## config.mk

```make
export PLATFORM = sky130hd
export DESIGN_NAME = uart_cal_ctrl
export DESIGN_NICKNAME = d
export VERILOG_FILES = /design/src/rtl/uart_cal_ctrl.sv
export SDC_FILE = /design/constraint.sdc
export NUM_CORES = 1
export LEC_CHECK = 0
export BUFFER_PORTS_ARGS = -buffer_cell sky130_fd_sc_hd__buf_2
export CAP_MARGIN = 20
export CORE_ASPECT_RATIO = 2
export CORE_MARGIN = 2
export CORE_UTILIZATION = 60
export CTS_BUF_LIST = sky130_fd_sc_hd__clkbuf_8
export CTS_CLUSTER_DIAMETER = 100
export DETAILED_ROUTE_END_ITERATION = 6
export GPL_ROUTABILITY_DRIVEN = 0
export MAX_ROUTING_LAYER = met4
export PLACE_DENSITY = 0.8
export SETUP_SLACK_MARGIN = 0.1
export SLEW_MARGIN = 20
export SYNTH_ARGS = -nofsm -noshare
export SYNTH_HDL_FRONTEND = slang
export SYNTH_SLANG_ARGS = --single-unit
```

## constraint.sdc

```tcl
create_clock -name clk -period 6 [get_ports clk]
set_input_delay 0.6 -clock clk [delete_from_list [all_inputs] [get_ports clk]]
set_output_delay 0.6 -clock clk [all_outputs]
set_load 0.02 [all_outputs]
```

## src/rtl/uart_cal_ctrl.sv

```systemverilog
// ---------------------------------------------------------------------------
// uart_cal_ctrl
// Command sequencer for the UART calculator. Parses "<A><op><B>=" from the
// receiver byte stream, evaluates the expression, converts the result to
// decimal ASCII and feeds the shared transmitter one byte at a time.
//
// Ports:
//   clk        system clock
//   n_rst      synchronous active-low reset
//   rx_data    received byte
//   rx_valid   receiver byte-valid level (a byte is taken on its rising edge)
//   tx_busy    transmitter busy
//   tx_data    byte to transmit, held from tx_start until the next tx_start
//   tx_start   one-cycle transmit request
//   cal_busy   high whenever the parser is not collecting operands
//   err_pulse  one-cycle pulse when the "E\r\n" response is scheduled
//
// Optional feature macro: UART_CAL_DIV_EN
//   defined   -> '/' is accepted, quotient by repeated subtraction,
//                divide-by-zero answers "E\r\n"
//   undefined -> '/' is an illegal operator, no divider logic
// ---------------------------------------------------------------------------
module uart_cal_ctrl #(
    parameter int MAX_DIG = 2
) (
    input  logic       clk,
    input  logic       n_rst,
    input  logic [7:0] rx_data,
    input  logic       rx_valid,
    input  logic       tx_busy,
    output logic [7:0] tx_data,
    output logic       tx_start,
    output logic       cal_busy,
    output logic       err_pulse
);

    localparam int CW = $clog2(MAX_DIG + 1);
    localparam logic [CW-1:0] MAX_CNT = CW'(MAX_DIG);

    typedef enum logic [2:0] {S_OPA, S_OPB, S_CALC, S_CONV, S_SEND, S_TXW, S_ERR} state_e;
    typedef enum logic [1:0] {OP_ADD, OP_SUB, OP_MUL, OP_DIV} op_e;

    state_e          state_q, state_d;
    op_e             op_q, op_d, op_dec;
    logic [6:0]      a_q, a_d, b_q, b_d;
    logic [CW-1:0]   a_cnt_q, a_cnt_d, b_cnt_q, b_cnt_d;
    logic            rxv_q;
    logic            sign_q, sign_d;
    logic [13:0]     mag_q, mag_d;
    logic [1:0]      stage_q, stage_d;
    logic [3:0]      thou_q, thou_d, hund_q, hund_d, tens_q, tens_d;
    logic [7:0]      txbuf_q [8];
    logic [7:0]      txbuf_d [8];
    logic [2:0]      last_q, last_d, idx_q, idx_d;
    logic [7:0]      tx_data_q, tx_data_d;
    logic            tx_start_q, tx_start_d, start_dly_q;
    logic            err_q, err_d;

    logic            accept, is_digit, is_space, is_term, op_ok;
    logic [3:0]      digit;
    logic [13:0]     weight;

    assign accept   = rx_valid & ~rxv_q;
    assign is_digit = (rx_data >= 8'h30) && (rx_data <= 8'h39);
    assign is_space = (rx_data == 8'h20);
    assign is_term  = (rx_data == 8'h3D) || (rx_data == 8'h0D);
    assign digit    = rx_data[3:0];

    assign tx_data   = tx_data_q;
    assign tx_start  = tx_start_q;
    assign err_pulse = err_q;
    assign cal_busy  = !((state_q == S_OPA) || (state_q == S_OPB));

    // Operator decode; '/' only exists when the divider is built in.
    always_comb begin
        op_ok  = 1'b1;
        op_dec = OP_ADD;
        case (rx_data)
            8'h2B:   op_dec = OP_ADD;
            8'h2D:   op_dec = OP_SUB;
            8'h2A:   op_dec = OP_MUL;
`ifdef UART_CAL_DIV_EN
            8'h2F:   op_dec = OP_DIV;
`endif
            default: op_ok = 1'b0;
        endcase
    end

    // Decimal weight of the digit currently being extracted in CONV.
    always_comb begin
        case (stage_q)
            2'd0:    weight = 14'd1000;
            2'd1:    weight = 14'd100;
            default: weight = 14'd10;
        endcase
    end

    // Next-state logic: parser, evaluator, BCD conversion and TX scheduler.
    always_comb begin : p_next
        logic [3:0] dv [4];
        logic [2:0] pos;
        logic       lead;

        state_d    = state_q;
        op_d       = op_q;
        a_d        = a_q;
        b_d        = b_q;
        a_cnt_d    = a_cnt_q;
        b_cnt_d    = b_cnt_q;
        sign_d     = sign_q;
        mag_d      = mag_q;
        stage_d    = stage_q;
        thou_d     = thou_q;
        hund_d     = hund_q;
        tens_d     = tens_q;
        txbuf_d    = txbuf_q;
        last_d     = last_q;
        idx_d      = idx_q;
        tx_data_d  = tx_data_q;
        tx_start_d = 1'b0;
        err_d      = 1'b0;
        dv         = '{default: 4'd0};
        pos        = 3'd0;
        lead       = 1'b1;

        case (state_q)
            S_OPA: begin
                if (accept && !is_space) begin
                    if (is_digit && (a_cnt_q != MAX_CNT)) begin
                        a_d     = a_q * 7'd10 + {3'b000, digit};
                        a_cnt_d = a_cnt_q + 1'b1;
                    end else if (op_ok && (a_cnt_q != '0)) begin
                        op_d    = op_dec;
                        state_d = S_OPB;
                    end else begin
                        state_d = S_ERR;
                    end
                end
            end

            S_OPB: begin
                if (accept && !is_space) begin
                    if (is_digit && (b_cnt_q != MAX_CNT)) begin
                        b_d     = b_q * 7'd10 + {3'b000, digit};
                        b_cnt_d = b_cnt_q + 1'b1;
                    end else if (is_term && (b_cnt_q != '0)) begin
                        // mag doubles as the quotient accumulator for '/'.
                        mag_d   = '0;
                        sign_d  = 1'b0;
                        state_d = S_CALC;
                    end else begin
                        state_d = S_ERR;
                    end
                end
            end

            S_CALC: begin
                stage_d = 2'd0;
                thou_d  = 4'd0;
                hund_d  = 4'd0;
                tens_d  = 4'd0;
                state_d = S_CONV;
                case (op_q)
                    OP_ADD: mag_d = {7'd0, a_q} + {7'd0, b_q};
                    OP_SUB: begin
                        if (b_q > a_q) begin
                            sign_d = 1'b1;
                            mag_d  = {7'd0, b_q - a_q};
                        end else begin
                            mag_d  = {7'd0, a_q - b_q};
                        end
                    end
                    OP_MUL: mag_d = {7'd0, a_q} * {7'd0, b_q};
                    default: begin
`ifdef UART_CAL_DIV_EN
                        // A is consumed as the running remainder.
                        if (b_q == 7'd0) begin
                            txbuf_d[0] = 8'h45;
                            txbuf_d[1] = 8'h0D;
                            txbuf_d[2] = 8'h0A;
                            last_d     = 3'd2;
                            idx_d      = 3'd0;
                            err_d      = 1'b1;
                            state_d    = S_SEND;
                        end else if (a_q >= b_q) begin
                            a_d     = a_q - b_q;
                            mag_d   = mag_q + 14'd1;
                            state_d = S_CALC;
                        end
`else
                        mag_d = '0;
`endif
                    end
                endcase
            end

            S_CONV: begin
                if (mag_q >= weight) begin
                    mag_d = mag_q - weight;
                    case (stage_q)
                        2'd0:    thou_d = thou_q + 4'd1;
                        2'd1:    hund_d = hund_q + 4'd1;
                        default: tens_d = tens_q + 4'd1;
                    endcase
                end
                // Advance in the same cycle as the last subtraction so each
                // decade costs max(digit,1) cycles.
                if (mag_d < weight) begin
                    if (stage_q == 2'd2) begin
                        dv[0] = thou_d;
                        dv[1] = hund_d;
                        dv[2] = tens_d;
                        dv[3] = mag_d[3:0];
                        if (sign_q) begin
                            txbuf_d[0] = 8'h2D;
                            pos        = 3'd1;
                        end
                        for (int i = 0; i < 4; i++) begin
                            if ((dv[i] != 4'd0) || (i == 3) || !lead) begin
                                txbuf_d[pos] = {4'h3, dv[i]};
                                pos          = pos + 3'd1;
                                lead         = 1'b0;
                            end
                        end
                        txbuf_d[pos]        = 8'h0D;
                        txbuf_d[pos + 3'd1] = 8'h0A;
                        last_d              = pos + 3'd1;
                        idx_d               = 3'd0;
                        state_d             = S_SEND;
                    end else begin
                        stage_d = stage_q + 2'd1;
                    end
                end
            end

            S_SEND: begin
                if (!tx_busy) begin
                    tx_data_d  = txbuf_q[idx_q];
                    tx_start_d = 1'b1;
                    state_d    = S_TXW;
                end
            end

            S_TXW: begin
                // tx_busy is not trusted during the pulse cycle and the one
                // after it, while the transmitter is still picking up the start.
                if (!tx_start_q && !start_dly_q && !tx_busy) begin
                    if (idx_q == last_q) begin
                        a_d     = '0;
                        b_d     = '0;
                        a_cnt_d = '0;
                        b_cnt_d = '0;
                        state_d = S_OPA;
                    end else begin
                        idx_d   = idx_q + 3'd1;
                        state_d = S_SEND;
                    end
                end
            end

            S_ERR: begin
                if (accept && is_term) begin
                    txbuf_d[0] = 8'h45;
                    txbuf_d[1] = 8'h0D;
                    txbuf_d[2] = 8'h0A;
                    last_d     = 3'd2;
                    idx_d      = 3'd0;
                    err_d      = 1'b1;
                    state_d    = S_SEND;
                end
            end

            default: state_d = S_OPA;
        endcase
    end

    // State and datapath registers.
    always_ff @(posedge clk) begin
        if (!n_rst) begin
            state_q     <= S_OPA;
            op_q        <= OP_ADD;
            a_q         <= '0;
            b_q         <= '0;
            a_cnt_q     <= '0;
            b_cnt_q     <= '0;
            rxv_q       <= 1'b0;
            sign_q      <= 1'b0;
            mag_q       <= '0;
            stage_q     <= '0;
            thou_q      <= '0;
            hund_q      <= '0;
            tens_q      <= '0;
            for (int i = 0; i < 8; i++) txbuf_q[i] <= '0;
            last_q      <= '0;
            idx_q       <= '0;
            tx_data_q   <= 8'h00;
            tx_start_q  <= 1'b0;
            start_dly_q <= 1'b0;
            err_q       <= 1'b0;
        end else begin
            state_q     <= state_d;
            op_q        <= op_d;
            a_q         <= a_d;
            b_q         <= b_d;
            a_cnt_q     <= a_cnt_d;
            b_cnt_q     <= b_cnt_d;
            rxv_q       <= rx_valid;
            sign_q      <= sign_d;
            mag_q       <= mag_d;
            stage_q     <= stage_d;
            thou_q      <= thou_d;
            hund_q      <= hund_d;
            tens_q      <= tens_d;
            txbuf_q     <= txbuf_d;
            last_q      <= last_d;
            idx_q       <= idx_d;
            tx_data_q   <= tx_data_d;
            tx_start_q  <= tx_start_d;
            start_dly_q <= tx_start_q;
            err_q       <= err_d;
        end
    end

endmodule

```

==> out/qor.txt, run 1 <==
Core ar.: 19900 um^2
total wire length: 45100 um
final core utilization: 68.0%
crit path cell chain: inv_1, ha_1, ha_1, a211o_1, o311ai_4, a31oi_4, buf_4, nor2_1, buf_4, o21a_1, inv_1, ha_1, nor2_1, o211ai_1, or4b_4, or3b_4, buf_4, a211oi_4, a41oi_1, nor2b_1
global route hottest layer: met2
number of remaining DRC errors: 1
Synth Warn #: 0
Worst Path Max Fanout: 9
Ports: 23
Hold Path Class: in -> reg
NumNets Final: 1707
DRT Pass-1 Iters: 7
Syn Area/Cell: 7.93 um^2
pre-CTS setup slack: -0.0648 ns
Clock Path Buffers: 2
Die Wd: 105 um
Port Buffers: 22
Psw: 804 uW
failing checks: DRC
number of synthesized register bits: 134
post-detailed-route wirelength per cell: 24.5 um
Post-synth EDFFs: 0
mux share of post-synthesis cell area: 4.67%
sequential fraction of the synthesis area: 22.0%
Initial DRC Count: 1544
Clock transition at path regs: 0.09 ns
total grt overflow: 0
Detailed Place HPWL: 32500 um
Worst EP arrival: 6.23 ns
Hold Fails Final Rpt: 0
cell count after synthesis: 1539
first-pass GRT wire length: 70300 um
final-layout fill cell count: 1705
CP max-delay cell: or4b_4
switching part of the total power: 34.7%
Die ar.: 21600 um^2
antenna viol nets, final: 0
largest net degree at the start of global routing: 56
Leakage: 0.00533 uW
Clock Latency Late Sink: 0.50 ns
Compound-Gate Fraction of Synth Area: 26.3%
Hold Buf Count CTS: 0
Post-synth top flop: dfxtp_1
Synthesized Nets: 1682
clock network power share: 36.8%
initial antenna violation count: 1
WS Path Type: reg -> reg
via count of the first global-routing pass: 12900
hold slack: 0.345 ns
logic gate share of total power: 21.7%
Final Critical Period: 5.80 ns
CTS tree: yes
Setup-failing EPs final: 0
Max-Slew Margin vs Limit: 17.4%
grt met3 use: 16.2%
Distinct cells, synth: 100
DR vias: 13100
Max Cap Viol: 0
Slew Viols, Final: 0
total CTS buffers: 17
Initial Util: 61.3%
fraction of layout cells with a size suffix above 1: 14.1%
outcome: complete, but fails checks
delay of the slowest critical-path stage: 0.55 ns
f_max: 172 MHz
Worst Setup Start Kind: flip-flop
Async SR Flop Fraction: 0%
Worst EP required: 6.43 ns
row count: 73
post-route setup slack: 0.202 ns
Clock Skews: 0.0149 ns
CTS H-tree lvls: 4
post-synthesis xor/xnor area fraction: 3.66%
GR Layer Usage met2: 70.8%
Power Density: 171 nW/um^2
largest family of logic cells by synthesized area: compound AO/OA/AOI/OAI gates
Die H: 206 um
part of the cycle the worst path needs: 96.6%
worst-margin pin slew: 1.23 ns
vias per cell: 7.10
gr usage total: 43.9%
Max IR drop VDD: 0.000154 V
Worst setup EP type: flip-flop
clk sink count: 134
Synth Area in Simple Gates: 21.5%
synthesized area: 12200 um^2
register share of total power: 41.5%
Post-DP Area: 12900 um^2
CTS root buf: clkbuf_8
Post-Synth Adder-Cell Area: 15.5%
post-route cell area: 13500 um^2
grt met1 use: 38.2%
Power Internal: 1510 uW
Syn-to-layout area delta: 10.8%
state kept, by name, indices dropped and copies added, names as in the netlist, 2 cells and up:
register and count:
txbuf_q 64, mag_q 14, tx_data 8, a_q 7
b_q 7, hund_q 4, tens_q 4, thou_q 4
idx_q 3, last_q 3, state_q 3, a_cnt_q 2
b_cnt_q 2, op_q 2, stage_q 2
cells in the final DEF (no fill, tap or decap), types with 19 or more instances in the layout:
| cell type | n |
|---|---|
| fa_1 | 32 |
| a31oi_1 | 21 |
| o21ai_0 | 68 |
| nand2_1 | 142 |
| ha_1 | 96 |
| xnor2_1 | 28 |
| inv_1 | 115 |
| buf_4 | 65 |
| dfxtp_1 | 132 |
| buf_2 | 22 |
| nand3_1 | 48 |
| a22oi_1 | 23 |
| xor2_1 | 19 |
| nor3_1 | 52 |
| nor2_1 | 144 |
| nand4_1 | 23 |
| a21oi_1 | 94 |
| a21o_1 | 20 |
worst paths after layout:
| check | slack [ns] | startpoint | to | depth (start not counted) |
|---|---|---|---|---|
| setup reg to reg | 0.20 | stage_q[1] | txbuf_q[55] | 20 |
| hold reg to reg | 0.43 | txbuf_q[7] | txbuf_q[7] | 2 |
| setup / recovery | 0.20 | stage_q[1] | txbuf_q[55] | 20 |
| hold / removal | 0.35 | rx_valid | rxv_q | 2 |
metrics by stage:
stage	total power [uW]	cells	setup TNS, ns
2_1_floorplan	1320	1539	0
3_3_place_gp	1450	1797	0
3_5_place_dp	1460	1797	-0.220
4_1_cts	2290	1829	0
5_1_grt	2390	1840	-0.146
6_report	2320	1841	0
cells by family (layout without fill, tap and decap cells):
family	after synthesis	in the layout
simple gates	537	537
compound gates	448	448
buf+inv	202	240
flops	134	134
fa+ha+maj	131	131
xor+xnor	51	51
mux	36	36
other cells	0	2
worst max-delay path, delay by kind of cell (launching register included):
kind            cells  cell delay [ns]
buf+inv             5             0.96
fa+ha+maj           3             0.92
simple gates        5             1.50
compound gates      7             1.95
flops               1             0.39
cells in the mapped netlist, types with 21 or more instances:
cell	instances	share of area, %
inv_1	115	3.5
xnor2_1	31	2.2
nand2_1	143	4.4
ha_1	98	10
nor2_1	147	4.5
nand3_1	49	2.0
nor3_1	56	2.3
clkbuf_1	67	2.1
fa_1	33	5.4
a31oi_1	21	1.1
nand4_1	23	1.2
o21ai_0	71	2.9
dfxtp_1	134	22
a21oi_1	97	4.0
a22oi_1	23	1.4
layout make-up:
cell class                 count  area, um^2  area share, %
multi-input combinational   1203        9020           66.7
sequential                   134        2690           19.8
timing repair buffer          88         618           4.57
inverter                     120         450           3.33
tap                          262         328           2.42
clock buffer                  17         234           1.73
clock inverter                15         190           1.41
antenna                        2        5.00         0.0370
power groups by stage:
stage               combinational (uW)  clock [uW]  sequential, uW
floorplan                          356           0             969
global placement                   472           0             978
detailed placement                 481           0             980
CTS                                485         848             959
global route                       539         881             966
finish                             502         852             961
per-layer routing:
metal | wire length [um] | share of wire [%]
met5 | 0 | 0
met1 | 13600 | 30
met2 | 21600 | 48
met3 | 4180 | 9.3
met4 | 5760 | 13
timing repair:
action                                  4_1_cts  5_1_grt
gates resized for setup                       1       32
setup buffers                                 0       10
pin swaps                                     2       13
cloned                                        0        0
endpoints found under the setup margin       22       73
No activity file was read; power rests on OpenSTA's default activity.
==> run 2: changes to the inputs <==
ABC_AREA = 1   (was unset)
SETUP_SLACK_MARGIN = 0.2   (was 0.1)
clock period = 5.1 ns   (was 6 ns; I/O delays follow)
==> run 2 against run 1 <==
  * The flow now finishes without violations
  * Critical path depth rose by 11
  * Clock skew fell by 0.0017 ns
  * Non-clock buffer count rose by 4
  * Area after synthesis fell by 1.6%
  * Cell area fell by 0.83%
  * Register-to-register slack improved by 0.17 ns
  * Wire length fell by 9.4%
  * Hold slack got worse by 0.14 ns
==> out/qor.txt, run 2 <==
outcome: complete, no violations
Syn-to-layout area delta: 11.6%
Clock Path Buffers: 2 (unchanged)
f_max: 211 MHz (+23%)
R2R Path End: txbuf_q[28]
post-route setup slack: 0.370 ns (+0.168 ns)
R2R Path Start: stage_q[0]
number of remaining DRC errors: 0 (-1)
commonest non-fill, non-tap cell in the layout: nand2_1
WS Path Type: reg -> reg
Async SR Flop Fraction: 0% (unchanged)
largest net degree at the start of global routing: 72 (+29%)
flop-to-flop setup slack: 0.37 ns (+0.17 ns)
initial antenna violation count: 2 (+1)
Initial DRC Count: 1078 (-30%)
Max-Slew Margin vs Limit: 31.8% (+14 points)
Worst Setup Start Kind: flip-flop
total grt overflow: 0 (unchanged)
largest cells by area after synthesis: dfxtp_1 22%, nand2_1 13%, ha_1 10%, inv_1 8.2%, a21oi_1 6.1%
NumNets Final: 2023 (+19%)
Syn Area/Cell: 6.58 um^2 (-17%)
final core utilization: 68.0% (about the same)
Synthesized Nets: 1970 (+17%)
antenna viol nets, final: 0 (unchanged)
total wire length: 40900 um (-9.4%)
RSZ-0062 raised after global routing: yes
DR vias: 13000 (-0.48%)
row count: 73 (unchanged)
Slew Viols, Final: 0 (unchanged)
total CTS buffers: 17 (unchanged)
Hold Path Class: in -> reg
cell count after synthesis: 1827 (+19%)
Detailed Place HPWL: 29900 um (-7.9%)
Setup-failing EPs final: 0 (unchanged)
setup TNS: 0 ns (unchanged)
CTS H-tree lvls: 4 (unchanged)
hold path depth: 3 (+1)
final-layout fill cell count: 1742 (+2.2%)
Largest register FFs: 64 (unchanged)
sequential fraction of the synthesis area: 22.3% (+0.35 points)
Hold Fails Final Rpt: 0 (unchanged)
Post-synth EDFFs: 0 (unchanged)
Post-Layout Cell Count: 2157 (+17%)
Clock Skews: 0.0132 ns (-0.00174 ns)
pre-CTS setup slack: 0.0371 ns (+0.102 ns)
clk sink count: 134 (unchanged)
first-pass GRT wire length: 63000 um (-10%)
Die ar.: 21300 um^2 (-1.5%)
Worst Path Max Fanout: 8 (-1)
cell taking the most area after synthesis: dfxtp_1
synthesized area: 12000 um^2 (-1.6%)
min-delay src: rx_valid
Worst EP arrival: 5.12 ns (-1.11 ns)
Worst EP required: 5.49 ns (-0.94 ns)
Distinct cells, synth: 58 (-42%)
part of the cycle the worst path needs: 92.7% (-3.9 points)
Clock transition at path regs: 0.09 ns (about the same)
Max Cap Viol: 0 (unchanged)
gr usage total: 39.4% (-4.5 points)
Core ar.: 19700 um^2 (-0.92%)
vias per cell: 6.03 (-15%)
CP max-delay cell: fa_1
Final Critical Period: 4.73 ns (-1.07 ns)
Worst setup EP type: flip-flop
Die H: 204 um (-0.77%)
top-count cell post-synth: nand2_1
DRT Pass-1 Iters: 6 (-1)
Synth Warn #: 0 (unchanged)
Ports: 23 (unchanged)
Top reg by flops: txbuf_q
Post-synth top flop: dfxtp_1
post-detailed-route wirelength per cell: 19.0 um (-23%)
worst-margin pin slew: 1.02 ns (-0.208 ns)
Min-Delay Endpoint: rxv_q
Inst Count DP: 2110 (+17%)
Port Buffers: 22 (unchanged)
fraction of layout cells with a size suffix above 1: 14.8% (+0.70 points)
Die Wd: 104 um (-0.76%)
commonest non-fill, non-tap cells in the layout: 413 x nand2_1, 258 x inv_1, 146 x a21oi_1, 139 x nor2_1, 127 x dfxtp_1
CTS tree: yes
CTS root buf: clkbuf_8
post-synth top area share: 22.3% (+0.35 points)
r2r worst-path depth: 31 (+55%)
Clock Latency Late Sink: 0.50 ns (about the same)
most instantiated cells after synthesis: 421 x nand2_1, 262 x inv_1, 147 x a21oi_1, 147 x nor2_1, 134 x dfxtp_1
Initial Util: 60.9% (-0.40 points)
Hold Buf Count CTS: 0 (unchanged)
delay of the slowest critical-path stage: 0.47 ns (-0.08 ns)
via count of the first global-routing pass: 12400 (-3.7%)
number of synthesized register bits: 134 (unchanged)
run 2: layout make-up:
cell class                 count  area, um^2  area share (%)
tap                          262         328            2.44
sequential                   134        2700            20.1
antenna                        2        5.00          0.0373
inverter                     297        1130            8.43
clock buffer                  18         248            1.85
timing repair buffer          92         658            4.90
clock inverter                14         151            1.13
multi-input combinational   1338        8200            61.1
run 2: through the flow:
| step | instance area, um^2 | hold slack (ns) |
|---|---|---|
| after floorplan | 12000 | 0.408 |
| after global placement | 12600 | 0.417 |
| after detailed placement | 12600 | 0.428 |
| after CTS | 13000 | 0.195 |
| after global routing | 13400 | 0.221 |
| final | 13400 | 0.206 |
run 2: critical path: cells and delay by family, from the launching register on:
| family | cells | cell delay [ns] |
|---|---|---|
| DFF | 1 | 0.36 |
| buffers and inverters | 9 | 0.96 |
| AOI/OAI and AO/OA | 3 | 0.37 |
| adders and majority gates | 4 | 1.23 |
| and+or+nand+nor | 15 | 1.68 |
run 2: repair_timing:
action                                  4_1_cts  5_1_grt
gates resized for setup                       7       75
setup buffers                                 1       11
cloned                                        0        1
endpoints found under the setup margin       20       69
pin swaps                                     1       15
run 2: kinds of logic (layout without fill, tap and decap cells):
kind of cell    count (synthesis)  in the layout  synth area share, %
fa+ha+maj                     131            131                 15.7
compound gates                392            392                 18.7
xor+xnor                       32             32                 2.33
flops                         134            134                 22.3
other cells                     0              2                    0
simple gates                  782            783                 29.3
buf+inv                       356            421                 11.7
run 2: how the worst max path moves through the flow:
stage,from,end,slack (ns)
after floorplan,stage_q[1],txbuf_q[61],0.25
after global placement,stage_q[0],txbuf_q[24],0.23
after detailed placement,stage_q[0],txbuf_q[24],0.04
after CTS,stage_q[0],txbuf_q[49],0.19
after global routing,stage_q[1],txbuf_q[29],0.13
final,stage_q[0],txbuf_q[28],0.37
run 2: metal layers:
layer  up-vias  part of all wire, %  GRT usage (%)
li1       6060                    -              -
met1      5997                   31           33.6
met2       636                   51           68.8
met3       321                  8.0           11.8
met4         0                   10           34.7
met5         -                    0              -
Power of run 2 is left out: the tool's default activity adds up to more than one toggle a clock period on the data nets, which glitch-free logic cannot reach.
